--- src/rtl/traffic_pkg.sv ---
// Shared definitions for the two-road intersection controller: state codes,
// lamp-vector bit positions and the per-state phase duration lookup.
package traffic_pkg;

    typedef enum logic [2:0] {
        NS_GREEN  = 3'd0,
        NS_YELLOW = 3'd1,
        ALL_RED_A = 3'd2,
        EW_GREEN  = 3'd3,
        EW_YELLOW = 3'd4,
        ALL_RED_B = 3'd5,
        NIGHT     = 3'd6,
        ILLEGAL_7 = 3'd7
    } state_t;

    localparam int unsigned L_NS_R = 0;
    localparam int unsigned L_NS_Y = 1;
    localparam int unsigned L_NS_G = 2;
    localparam int unsigned L_EW_R = 3;
    localparam int unsigned L_EW_Y = 4;
    localparam int unsigned L_EW_G = 5;

    // Countdown load value on entry to a state; NIGHT holds at zero.
    function automatic int unsigned dur_of(input state_t s, input int unsigned green_s,
                                           input int unsigned yellow_s,
                                           input int unsigned all_red_s);
        case (s)
            NS_GREEN, EW_GREEN:   return green_s;
            NS_YELLOW, EW_YELLOW: return yellow_s;
            ALL_RED_A, ALL_RED_B: return all_red_s;
            default:              return 0;
        endcase
    endfunction

endpackage

--- src/rtl/traffic_intersection_ctrl_tick_gen.sv ---
// Parametrised clock divider producing a registered one-cycle tick at TICK_HZ.
module tick_gen #(
    parameter int unsigned CLK_FREQ_HZ = 100_000_000,
    parameter int unsigned TICK_HZ     = 1
) (
    input  logic clk_in,
    input  logic rst,
    output logic tick
);
    localparam int unsigned DIV = CLK_FREQ_HZ / TICK_HZ;
    localparam int unsigned CW  = (DIV >= 2) ? $clog2(DIV) : 1;

    if (DIV < 2) begin : g_bad_div
        $error("tick_gen: CLK_FREQ_HZ/TICK_HZ must be >= 2");
    end

    logic [CW-1:0] cnt_q;

    always_ff @(posedge clk_in) begin
        if (!rst) begin
            cnt_q <= '0;
            tick  <= 1'b0;
        end else if (cnt_q == CW'(DIV - 1)) begin
            cnt_q <= '0;
            tick  <= 1'b1;
        end else begin
            cnt_q <= cnt_q + 1'b1;
            tick  <= 1'b0;
        end
    end

endmodule

--- src/rtl/traffic_intersection_ctrl.sv ---
// Two-road (NS/EW) intersection controller: phase FSM with countdown,
// pedestrian shortening, night flashing-yellow mode and pre-yellow green blink.
module traffic_intersection_ctrl #(
    parameter int unsigned CLK_FREQ_HZ = 100_000_000,
    parameter int unsigned TICK_HZ     = 1,
    parameter int unsigned GREEN_S     = 30,
    parameter int unsigned YELLOW_S    = 3,
    parameter int unsigned ALL_RED_S   = 2,
    parameter int unsigned PED_MIN_S   = 5,
    parameter int unsigned BLINK_S     = 3,
    parameter int unsigned CNT_W       = 8
) (
    input  logic             clk_in,
    input  logic             rst,
    input  logic             night_mode,
    input  logic             ped_req,
    output logic             ns_red,
    output logic             ns_yellow,
    output logic             ns_green,
    output logic             ew_red,
    output logic             ew_yellow,
    output logic             ew_green,
    output logic [2:0]       state,
    output logic             tick,
    output logic [CNT_W-1:0] countdown,
    output logic [3:0]       cd_tens,
    output logic [3:0]       cd_ones
);
    import traffic_pkg::*;

    if (GREEN_S < 1 || GREEN_S > 99 || YELLOW_S < 1 || YELLOW_S > 99 ||
        ALL_RED_S < 1 || ALL_RED_S > 99 || PED_MIN_S < 1 || PED_MIN_S > GREEN_S ||
        BLINK_S > GREEN_S || (2 ** CNT_W) <= 99) begin : g_bad_params
        $error("traffic_intersection_ctrl: duration or width parameter out of range");
    end

    tick_gen #(
        .CLK_FREQ_HZ(CLK_FREQ_HZ),
        .TICK_HZ    (TICK_HZ)
    ) u_tick_gen (
        .clk_in(clk_in),
        .rst   (rst),
        .tick  (tick)
    );

    state_t           state_q, state_n;
    logic [CNT_W-1:0] cnt_q, cnt_n;
    logic             ped_q, ped_n;
    logic             blink_q, blink_n;
    logic [5:0]       lamps_q, lamps_n;
    logic             is_green;
    logic             enter_red;

    assign is_green = (state_q == NS_GREEN) || (state_q == EW_GREEN);

    always_comb begin
        state_n = state_q;
        cnt_n   = cnt_q;
        blink_n = blink_q;
        if (state_q == ILLEGAL_7) begin
            state_n = ALL_RED_B;
            cnt_n   = CNT_W'(ALL_RED_S);
        end else if (tick) begin
            blink_n = ~blink_q;
            if (state_q == NIGHT) begin
                if (!night_mode) begin
                    state_n = ALL_RED_B;
                    cnt_n   = CNT_W'(ALL_RED_S);
                end
            end else if (cnt_q <= CNT_W'(1)) begin
                case (state_q)
                    NS_GREEN:  state_n = NS_YELLOW;
                    NS_YELLOW: state_n = ALL_RED_A;
                    ALL_RED_A: state_n = night_mode ? NIGHT : EW_GREEN;
                    EW_GREEN:  state_n = EW_YELLOW;
                    EW_YELLOW: state_n = ALL_RED_B;
                    ALL_RED_B: state_n = night_mode ? NIGHT : NS_GREEN;
                    default:   state_n = ALL_RED_B;
                endcase
                cnt_n = CNT_W'(dur_of(state_n, GREEN_S, YELLOW_S, ALL_RED_S));
            end else if (is_green && ped_q && cnt_q > CNT_W'(PED_MIN_S)) begin
                cnt_n = CNT_W'(PED_MIN_S);
            end else begin
                cnt_n = cnt_q - 1'b1;
            end
        end
        if (state_n != state_q) begin
            blink_n = 1'b1;
        end
    end

    // A request arriving in the very cycle of all-red entry survives the clear.
    assign enter_red = (state_n != state_q) && (state_n == ALL_RED_A || state_n == ALL_RED_B);
    assign ped_n     = ped_req | (ped_q & ~enter_red);

    // Lamps decode from the next state so they register alongside it.
    always_comb begin
        lamps_n = '0;
        case (state_n)
            NS_GREEN: begin
                lamps_n[L_NS_G] = (cnt_n <= CNT_W'(BLINK_S)) ? blink_n : 1'b1;
                lamps_n[L_EW_R] = 1'b1;
            end
            NS_YELLOW: begin
                lamps_n[L_NS_Y] = 1'b1;
                lamps_n[L_EW_R] = 1'b1;
            end
            EW_GREEN: begin
                lamps_n[L_EW_G] = (cnt_n <= CNT_W'(BLINK_S)) ? blink_n : 1'b1;
                lamps_n[L_NS_R] = 1'b1;
            end
            EW_YELLOW: begin
                lamps_n[L_EW_Y] = 1'b1;
                lamps_n[L_NS_R] = 1'b1;
            end
            NIGHT: begin
                lamps_n[L_NS_Y] = blink_n;
                lamps_n[L_EW_Y] = blink_n;
            end
            default: begin
                lamps_n[L_NS_R] = 1'b1;
                lamps_n[L_EW_R] = 1'b1;
            end
        endcase
    end

    always_ff @(posedge clk_in) begin
        if (!rst) begin
            state_q <= NS_GREEN;
            cnt_q   <= CNT_W'(GREEN_S);
            ped_q   <= 1'b0;
            blink_q <= 1'b1;
            lamps_q <= '0;
            lamps_q[L_NS_G] <= 1'b1;
            lamps_q[L_EW_R] <= 1'b1;
        end else begin
            state_q <= state_n;
            cnt_q   <= cnt_n;
            ped_q   <= ped_n;
            blink_q <= blink_n;
            lamps_q <= lamps_n;
        end
    end

    assign state     = state_q;
    assign countdown = cnt_q;
    assign cd_tens   = 4'(cnt_q / CNT_W'(10));
    assign cd_ones   = 4'(cnt_q % CNT_W'(10));

    assign ns_red    = lamps_q[L_NS_R];
    assign ns_yellow = lamps_q[L_NS_Y];
    assign ns_green  = lamps_q[L_NS_G];
    assign ew_red    = lamps_q[L_EW_R];
    assign ew_yellow = lamps_q[L_EW_Y];
    assign ew_green  = lamps_q[L_EW_G];

endmodule
--- config.mk ---
export PLATFORM = sky130hd
export DESIGN_NAME = traffic_intersection_ctrl
export DESIGN_NICKNAME = d
export VERILOG_FILES = /design/src/rtl/traffic_pkg.sv /design/src/rtl/traffic_intersection_ctrl_tick_gen.sv /design/src/rtl/traffic_intersection_ctrl.sv
export SDC_FILE = /design/constraint.sdc
export NUM_CORES = 1
export LEC_CHECK = 0
export BUFFER_PORTS_ARGS = -buffer_cell sky130_fd_sc_hd__buf_2
export CORE_MARGIN = 5
export CORE_UTILIZATION = 54
export DETAILED_ROUTE_END_ITERATION = 8
export PLACE_DENSITY_LB_ADDON = 0.3
export SYNTH_ARGS = -nofsm -noshare
export SYNTH_HDL_FRONTEND = slang
export SYNTH_SLANG_ARGS = --single-unit
export TNS_END_PERCENT = 5
--- constraint.sdc ---
create_clock -name clk_in -period 2.2 [get_ports clk_in]
set_input_delay 0 -clock clk_in [delete_from_list [all_inputs] [get_ports clk_in]]
set_output_delay 0 -clock clk_in [all_outputs]
set_load 0.005 [all_outputs]
==> results of run 1 <==
-- layout make-up --
type / instances / area share (%)
clock buffer: 5 / 1.77
clock inverter: 3 / 0.580
inverter: 12 / 1.23
multi-input combinational: 317 / 55.4
sequential: 47 / 24.6
tap: 72 / 2.32
timing repair buffer: 81 / 14.2
-- final timing paths --
| kind | cells after the start | startpoint | to | slack [ns] |
|---|---|---|---|---|
| setup / recovery | 10 | countdown[7] | cd_ones[2] | -0.15 |
| hold / removal | 2 | rst | blink_q | 0.04 |
| setup reg to reg | 10 | countdown[7] | lamps_q[2] | -0.09 |
| hold reg to reg | 1 | u_tick_gen.cnt_q[0] | u_tick_gen.cnt_q[0] | 0.44 |
-- synthesized netlist by cell type (4+ instances only) --
cell type	n	share of area (%)
nor2b_1	7	1.4
buf_2	7	1.1
nand3_1	23	3.7
or2_2	5	1.0
clkbuf_1	11	1.3
o21ai_0	19	3.0
nand2_1	35	4.2
a21oi_1	18	2.9
nor4b_1	4	1.1
o22ai_1	4	0.80
inv_1	12	1.4
nor3_1	9	1.4
xnor2_1	15	4.2
nand2b_1	7	1.4
a21o_1	4	0.96
mux2i_1	4	1.3
nand4_1	8	1.6
xor2_1	15	4.2
o211ai_1	4	0.96
nor2_1	53	6.4
dfxtp_1	47	30
ha_1	5	2.0
and3_1	4	0.80
and2_1	11	2.2
a31oi_1	5	1.0
-- kinds of logic after synthesis --
family | count (synthesis) | share of synthesized area, %
flip-flops | 47 | 30.1
buffers and inverters | 37 | 5.32
AO/OA/AOI/OAI | 87 | 20.2
XOR/XNOR | 30 | 8.40
multiplexers | 4 | 1.28
AND/OR/NAND/NOR | 189 | 32.1
adder cells (fa/ha/maj) | 7 | 2.64
-- worst max-delay path, stage by stage, from the launching register on --
cell	delay, ns
dfxtp_4	0.36
buf_6	0.12
and2b_2	0.25
or3b_4	0.39
a21oi_2	0.17
a211oi_2	0.06
buf_4	0.16
nand2_4	0.06
mux2i_2	0.23
xor2_1	0.14
buf_2	0.12
-- power groups by stage --
| stage | Clock, mW | Combinational, mW | Sequential [mW] |
|---|---|---|---|
| 2_1_floorplan | 0 | 0.0741 | 0.885 |
| 3_3_place_gp | 0 | 0.104 | 0.888 |
| 3_5_place_dp | 0 | 0.105 | 0.889 |
| 4_1_cts | 0.560 | 0.114 | 0.868 |
| 5_1_grt | 0.592 | 0.131 | 0.868 |
| 6_report | 0.541 | 0.118 | 0.867 |
-- repair_timing --
item / in CTS / in global routing
resized for setup: 26 / 11
hold buffers: 1 / 0
pin swaps: 12 / 1
setup buffers: 11 / 0
setup endpoints to repair: 7 / 12
endpoints found under the hold margin: 1 / 0
-- flip-flops by register name, summed over array words and instances, names as in the netlist --
| name | flops |
|---|---|
| blink_q | 1 |
| countdown | 8 |
| lamps_q | 6 |
| ped_q | 1 |
| state | 3 |
| u_tick_gen.cnt_q | 27 |
| u_tick_gen.tick | 1 |
-- metrics by stage --
stage	instance area [µm²]	power [mW]	cells
after CTS	3830	1.54	537
after detailed placement	3560	0.994	517
after floorplan	3150	0.959	401
final	3880	1.53	537
after global placement	3560	0.992	517
after global routing	3880	1.59	537
-- metal layers --
| layer | global-route usage [%] | vias to the layer above | part of all wire, % |
|---|---|---|---|
| met5 | 0 | - | 0 |
| met4 | 5.47 | 0 | 1.2 |
| met3 | 2.88 | 13 | 4.8 |
| met2 | 36.9 | 87 | 49 |
| met1 | 27.9 | 1478 | 45 |
| li1 | - | 1543 | - |
==> run_results.csv, run 1 <==
group,metric,value,unit
synthesis,synthDistinctLibCells,69,
drt,wirelength,7800,µm
floorplanning,die_w,86.1,µm
clock_tree,cts.clk_slew.worst_paths,0.10,ns
drt,ant_nets,0,
drt,wl_per_cell,14.5,µm
power_and_ir_drop,intPower,1.14,mW
placement,dp_hpwl,5400,µm
timing,fin_crit,2.35,ns
power_and_ir_drop,ir_drop,0.417,mV
timing,timing.hold.ws,0.0433,ns
global_route,grt_start_max_net_pins,21,
global_route,track_usage,21.4,%
timing,hold_viol_final,0,
finish,syn_to_final_growth,24.0,%
global_route,grt_pass1_wl,13200,µm
clock_tree,cts_tree,"built",
global_route,antenna_found_initial,0,
global_route,grt_pass1_vias,2852,
synthesis,synth.yosys.seq_area_share,30.1,%
drt,first_pass_iters,5,
floorplanning,start_util,56.1,%
clock_tree,insertion_delay,0.31,ns
finish,antenna-diode-count,0,
setup_path,arrival,2.35,ns
outcome,status,"complete, but fails checks",
outcome,violations,"setup timing",
synthesis,syn-instance-count,401,
drt,vias,3121,
synthesis,synth_edf_count,0,
floorplanning,core-area,5570,µm²
floorplanning,die-area,7420,µm²
power_and_ir_drop,p_leak,1.52,nW
timing,finalSetupViolCount,7,
timing,timing.fmax,0.425,GHz
finish,fillCellCount,431,
setup_path,critPathLaunchType,"flip-flop",
setup_path,crit_type,"reg2out",
timing,timing.final.ws_setup,-0.151,ns
power_and_ir_drop,p_per_area,393,nW/µm²
setup_path,required,2.20,ns
clock_tree,numCtsBuffers,5,
power_and_ir_drop,netSwitchingPower,0.390,mW
floorplanning,num_rows,27,
placement,port_buffers,29,
floorplanning,ioPinCount,30,
min_path,min_path_type,"in2reg",
synthesis,synth.avg_cell_area,7.80,µm²
clock_tree,cts_root_buf,"clkbuf_8",
finish,nets,473,
global_route,grt_overflow,0,
power_and_ir_drop,switching_share,25.5,%
timing,fin_worst_skew,0.00803,ns
finish,register_area,953,µm²
power_and_ir_drop,p_clk_share,35.4,%
setup_path,cp-end-kind,"output port",
clock_tree,cts_num_sinks,47,
synthesis,ys_ff_latch,47,
power_and_ir_drop,combPwrFrac,7.8,%
drt,drc,0,
finish,final_cell_mix,"53 x nor2_1, 48 x buf_4, 41 x dfxtp_1",
synthesis,syn_area,3130,µm²
power_and_ir_drop,p_seq_share,56.8,%
finish,drive_gt1_share,30.5,%
setup_path,critPathMaxFanout,4,
placement,gp_congestion,0.878,
finish,layout_commonest_cell,"nor2_1",
timing,tns,-0.580,ns
floorplanning,die_h,86.1,µm
finish,final_core_util,69.6,%
timing,drv_slew,0,
synthesis,syn-num-nets,410,
flow_run,timing.max_cap.violations,0,
finish,multi_input_area,2150,µm²
timing,worst_slew_pin_slew,0.484,ns
synthesis,async_flop_share,0,%
clock_tree,clock_path_buffers,2,
clock_tree,h-tree-depth,2,
synthesis,yosysWarnings,0,
timing,post-route-period-util,107,%
drt,drt_iter0_drc,142,
placement,preCtsSetupSlack,-0.00826,ns
timing,maxSlewHeadroom,67.7,%
synthesis,synth_flop_cell,"dfxtp_1",
drt,vias_per_cell,5.81,
timing,rsz0062_at_grt,"yes",
Power figures use the tool's default switching activity.
==> inputs of run 2 (changes only) <==
==> constraint.sdc (replaced) <==
create_clock -name clk_in -period 1.9 [get_ports clk_in]
set_input_delay 0 -clock clk_in [delete_from_list [all_inputs] [get_ports clk_in]]
set_output_delay 0 -clock clk_in [all_outputs]
set_load 0.005 [all_outputs]
==> run_results.csv, run 2 (synthesis results as in run 1) <==
group,metric,value,unit
outcome,status,"complete, but fails checks",
outcome,violations,"setup timing",
placement,gp_congestion,0.885,
timing,timing.hold.ws,0.0308,ns
global_route,grt_start_max_net_pins,27,
timing,timing.final.ws_setup,-0.440,ns
finish,fillCellCount,340,
setup_path,arrival,2.53,ns
clock_tree,cts.clk_slew.worst_paths,0.10,ns
finish,stdcell_count,586,
finish,syn_to_final_growth,42.3,%
global_route,grt_pass1_wl,15300,µm
finish,layout_commonest_cell,"buf_4",
timing,timing.fmax,0.427,GHz
power_and_ir_drop,total_power,1.81,mW
finish,fin_area,4450,µm²
drt,ant_nets,0,
finish,final_cell_mix,"91 x buf_4, 50 x nor2_1, 41 x dfxtp_1",
clock_tree,insertion_delay,0.32,ns
floorplanning,start_util,56.1,%
drt,wl_per_cell,17.2,µm
floorplanning,die_w,86.1,µm
clock_tree,cts_root_buf,"clkbuf_8",
placement,placedInstanceArea,3970,µm²
timing,rsz0062_at_grt,"yes",
finish,multi_input_area,2300,µm²
timing,drv_slew,0,
floorplanning,die-area,7420,µm²
power_and_ir_drop,ir_drop,0.572,mV
timing,fin_crit,2.34,ns
drt,drt_iter0_drc,235,
placement,dp_hpwl,6270,µm
finish,top_register,"u_tick_gen.cnt_q",
drt,drc,0,
global_route,grt_overflow,0,
placement,port_buffers,29,
setup_path,required,2.09,ns
finish,drive_gt1_share,40.7,%
timing,fin_worst_skew,0.0134,ns
finish,antenna-diode-count,0,
timing,worst_slew_pin_slew,0.419,ns
power_and_ir_drop,p_per_area,406,nW/µm²
power_and_ir_drop,p_leak,1.79,nW
placement,placedCellCount,564,
finish,register_area,958,µm²
finish,nets,522,
drt,vias_per_cell,6.05,
setup_path,crit_type,"reg2reg",
global_route,antenna_found_initial,0,
clock_tree,clock_path_buffers,2,
finish,largest_register_ff_count,27,
drt,vias,3544,
clock_tree,cts_num_sinks,47,
floorplanning,die_h,86.1,µm
finish,final_core_util,79.9,%
placement,preCtsSetupSlack,-0.330,ns
setup_path,cp-end-kind,"flip-flop",
global_route,grt_pass1_vias,3393,
timing,finalSetupViolCount,17,
global_route,track_usage,25.2,%
setup_path,critPathLaunchType,"flip-flop",
clock_tree,cts_tree,"built",
min_path,min_path_type,"in2reg",
clock_tree,numCtsBuffers,5,
flow_run,timing.max_cap.violations,0,
timing,hold_viol_final,0,
floorplanning,ioPinCount,30,
floorplanning,num_rows,27,
timing,post-route-period-util,123,%
setup_path,critPathMaxFanout,6,
timing,maxSlewHeadroom,72.1,%
floorplanning,core-area,5570,µm²
clock_tree,h-tree-depth,2,
drt,first_pass_iters,5,
drt,wirelength,10100,µm
timing,tns,-3.77,ns
-- run 2: cell types whose count changed in the layout (fill, tap and decap cells not counted), moves of 3 or more --
| cell | change |
|---|---|
| buf_4 | +43 |
| o21ai_0 | -5 |
| buf_6 | +4 |
| nor2_1 | -3 |
| nor3_1 | -3 |
| o21ai_1 | +3 |
-- run 2: final timing paths --
check | from | to | slack (ns) | depth (start not counted)
max | countdown[5] | lamps_q[2] | -0.44 | 10
min | rst | blink_q | 0.03 | 2
max reg2reg | countdown[5] | lamps_q[2] | -0.44 | 10
min reg2reg | u_tick_gen.cnt_q[0] | u_tick_gen.cnt_q[0] | 0.44 | 1
-- run 2: critical path, cell delays in order (launching register included) --
cell and delay [ns]:
dfxtp_2 0.35, buf_4 0.14, nor4_4 0.26, buf_4 0.19, o211ai_1 0.09, buf_4 0.17, a21oi_4 0.24, a221o_2 0.23
o2111ai_2 0.17, nor4_4 0.27, o31ai_2 0.10
-- run 2: repair_timing --
action	CTS	global route
setup buffers	14	0
hold buffers	1	0
hold endpoints to repair	1	0
pin swaps	21	6
setup endpoints to repair	14	27
resized for setup	48	19
cloned	0	0
-- run 2: cell type report --
class	count	area share [%]
Inverter	12	1.18
Multi-Input combinational cell	317	51.7
Sequential cell	47	21.5
Tap cell	72	2.02
Clock buffer	5	1.55
Clock inverter	3	0.534
Timing Repair Buffer	130	21.5
-- run 2: routing by layer --
layer | vias to the layer above | track usage, % | share of wire (%)
met5 | - | 0 | 0
met4 | 0 | 12.8 | 4.7
met3 | 55 | 3.55 | 6.7
met2 | 188 | 45.0 | 50
met1 | 1666 | 29.1 | 38
li1 | 1635 | - | -
-- run 2: where the power goes --
group	internal [mW]	switching (mW)	total (mW)
Combinational	0.0704	0.0968	0.167
Sequential	0.989	0.00857	0.998
Clock	0.264	0.378	0.642
==> inputs of run 3 (changes only) <==
--- a/config.mk
+++ b/config.mk
@@ -5,11 +5,13 @@
 export SDC_FILE = /design/constraint.sdc
 export NUM_CORES = 1
 export LEC_CHECK = 0
+export ABC_AREA = 1
 export BUFFER_PORTS_ARGS = -buffer_cell sky130_fd_sc_hd__buf_2
 export CORE_MARGIN = 5
-export CORE_UTILIZATION = 54
+export CORE_UTILIZATION = 53
 export DETAILED_ROUTE_END_ITERATION = 8
 export PLACE_DENSITY_LB_ADDON = 0.3
+export REMOVE_ABC_BUFFERS = 1
 export SYNTH_ARGS = -nofsm -noshare
 export SYNTH_HDL_FRONTEND = slang
 export SYNTH_SLANG_ARGS = --single-unit
==> run_results.csv, run 3 <==
group,metric,value,unit
timing,fin_worst_skew,0.00801,ns
placement,placedCellCount,627,
finish,largest_register_ff_count,27,
timing,tns,-5.10,ns
clock_tree,h-tree-depth,2,
timing,hold_viol_final,0,
setup_path,worst_path_max_delay_cell,"dfxtp_4",
finish,fillCellCount,394,
setup_path,critical_path_buf_inv_count,5,
synthesis,ys_top_cells_by_count,"98 x nand2_1, 54 x nor2_1, 49 x inv_1",
synthesis,syn_area,2980,µm²
outcome,violations,"setup timing",
timing,rsz0062_at_grt,"yes",
synthesis,synth_mux_area_share,0,%
finish,layout_commonest_cell,"nand2_1",
floorplanning,die_w,84.9,µm
placement,preCtsSetupSlack,-0.324,ns
finish,antenna-diode-count,0,
placement,gp_congestion,0.876,
synthesis,synthDistinctLibCells,39,
global_route,grt_pass1_vias,3205,
clock_tree,cts.clk_slew.worst_paths,0.08,ns
finish,final_cell_mix,"92 x nand2_1, 90 x buf_4, 47 x inv_1",
synthesis,synth_compound_area_share,12.0,%
power_and_ir_drop,ir_drop,0.424,mV
setup_path,cp.depth,19,
synthesis,ys_ff_latch,47,
synthesis,synth.largest_area_cell,"dfxtp_1",
synthesis,synth.most_common_cell,"nand2_1",
setup_path,startpoint,"countdown[5]",
timing,fin_crit,2.40,ns
setup_path,r2r_start,"countdown[1]",
clock_tree,cts_num_sinks,47,
synthesis,synth_flop_cell,"dfxtp_1",
setup_path,critPathTopFamily,"simple AND/OR/NAND/NOR gates",
clock_tree,clock_path_buffers,2,
floorplanning,die-area,7210,µm²
clock_tree,cts_root_buf,"clkbuf_8",
finish,syn_to_final_growth,43.0,%
drt,vias_per_cell,5.29,
setup_path,r2r_setup_slack,-0.29,ns
timing,timing.final.ws_setup,-0.502,ns
timing,finalSetupViolCount,26,
finish,final_core_util,77.8,%
drt,drt_iter0_drc,187,
timing,post-route-period-util,126,%
clock_tree,cts_tree,"built",
clock_tree,insertion_delay,0.30,ns
setup_path,crit_chain,"inv_6 -> a21oi_4 -> inv_2 -> o211ai_1 -> buf_4 -> nand3_4 -> nand2_4 -> nand2_4 -> a21oi_4 -> nand2_4 -> nand2_4 -> nand2_2 -> nand2_2 -> inv_2 -> nand2_4 -> nand2_4 -> nand2_1 -> nand2_1 -> buf_2",
min_path,min_path_type,"in2reg",
synthesis,synth_xor_area_share,1.77,%
finish,top_register,"u_tick_gen.cnt_q",
synthesis,synthAdderAreaFrac,2.10,%
floorplanning,die_h,84.9,µm
drt,wl_per_cell,12.9,µm
synthesis,synthSimpleGateAreaFrac,43.2,%
synthesis,yosysWarnings,0,
power_and_ir_drop,p_leak,1.93,nW
setup_path,max_stage_delay,0.41,ns
finish,stdcell_count,647,
drt,ant_nets,0,
synthesis,synth.avg_cell_area,6.57,µm²
floorplanning,start_util,54.4,%
timing,worst_slew_pin_slew,0.481,ns
global_route,grt_pass1_wl,13700,µm
outcome,status,"complete, but fails checks",
timing,maxSlewHeadroom,67.9,%
synthesis,syn-instance-count,453,
floorplanning,ioPinCount,30,
drt,first_pass_iters,4,
setup_path,crit_type,"reg2out",
drt,drc,0,
clock_tree,numCtsBuffers,5,
setup_path,r2r_cells,15,
global_route,antenna_found_initial,0,
drt,wirelength,8340,µm
finish,drive_gt1_share,38.4,%
flow_run,timing.max_cap.violations,0,
setup_path,reg2reg_to,"lamps_q[2]",
global_route,grt_overflow,0,
drt,vias,3420,
setup_path,critPathMaxFanout,4,
power_and_ir_drop,total_power,1.72,mW
synthesis,synth_top_area_share,31.6,%
placement,dp_hpwl,5940,µm
placement,port_buffers,29,
setup_path,critPathLaunchType,"flip-flop",
timing,timing.hold.ws,0.243,ns
floorplanning,num_rows,27,
finish,nets,585,
synthesis,synthTopCellsByArea,"dfxtp_1 32%, nand2_1 12%, nor2_1 6.8%, inv_1 6.2%, nand3_1 5.2%",
floorplanning,core-area,5470,µm²
setup_path,cp_common_cell,"nand2_4",
timing,drv_slew,0,
synthesis,async_flop_share,0,%
setup_path,required,1.90,ns
setup_path,cp-end-kind,"output port",
power_and_ir_drop,p_per_area,405,nW/µm²
finish,fin_area,4260,µm²
setup_path,cp-endpoint,"cd_ones[3]",
synthesis,synth.yosys.seq_area_share,31.6,%
global_route,grt_start_max_net_pins,14,
synthesis,synth_edf_count,0,
timing,timing.fmax,0.416,GHz
synthesis,synth_top_family_by_area,"simple AND/OR/NAND/NOR gates",
setup_path,arrival,2.40,ns
global_route,track_usage,22.6,%
placement,placedInstanceArea,3790,µm²
[run 3: layout make-up]
type                    instances  area, µm²  share of cell area, %
well taps                      72       90.1                   2.12
inverters                      62        248                   5.82
repair buffers                126        897                   21.1
multi-input cells             334       1990                   46.7
flip-flops and latches         47        958                   22.5
clock buffers                   5       68.8                   1.62
clock inverters                 1       7.51                  0.176
[run 3: metal layers]
layer,global-route usage [%],wire length (µm),share of wire [%],vias to the layer above
li1,-,-,-,1732
met1,26.4,3370,40,1584
met2,41.4,4430,53,91
met3,4.17,408,4.9,13
met4,7.19,125,1.5,0
met5,0,0,0,-
[run 3: worst min path at each step]
stage	startpoint	endpoint	slack [ns]	cells after the start
finish	night_mode	countdown[1]	0.24	6
global route	night_mode	countdown[1]	0.25	6
CTS	night_mode	countdown[1]	0.23	6
detailed placement	ped_req	ped_q	0.23	3
global placement	ped_req	ped_q	0.23	3
floorplan	rst	lamps_q[2]	0.07	1
[run 3: worst register-to-register path, stage by stage (launching register included)]
cell	delay, ns
dfxtp_2	0.33
inv_1	0.10
ha_2	0.23
nor2_2	0.05
nor3_2	0.12
nand2_2	0.13
inv_4	0.12
o21ai_0	0.10
o21ai_0	0.16
nand2_1	0.13
o2111ai_1	0.13
nand3_1	0.12
nor2_1	0.10
nand2_1	0.09
o21ai_1	0.13
nand2_1	0.06
[run 3: cell families after synthesis]
group,after synthesis
flip-flops,47
XOR/XNOR,6
AND/OR/NAND/NOR,263
AO/OA/AOI/OAI,60
adder cells (fa/ha/maj),5
buffers and inverters,72
[run 3: timing repair]
item / in CTS / in global routing
buffers inserted: 9 / 3
cloned: 0 / 0
resized for setup: 40 / 35
pin swaps: 20 / 18
endpoints found under the setup margin: 38 / 49
hold buffers: 2 / 0
endpoints found under the hold margin: 5 / 0
[run 3: power breakdown]
group | internal, mW | switching [mW] | leakage [nW]
Clock | 0.245 | 0.321 | 0.0361
Sequential | 0.990 | 0.0112 | 0.382
Combinational | 0.0696 | 0.0874 | 1.51
Total | 1.30 | 0.420 | 1.93
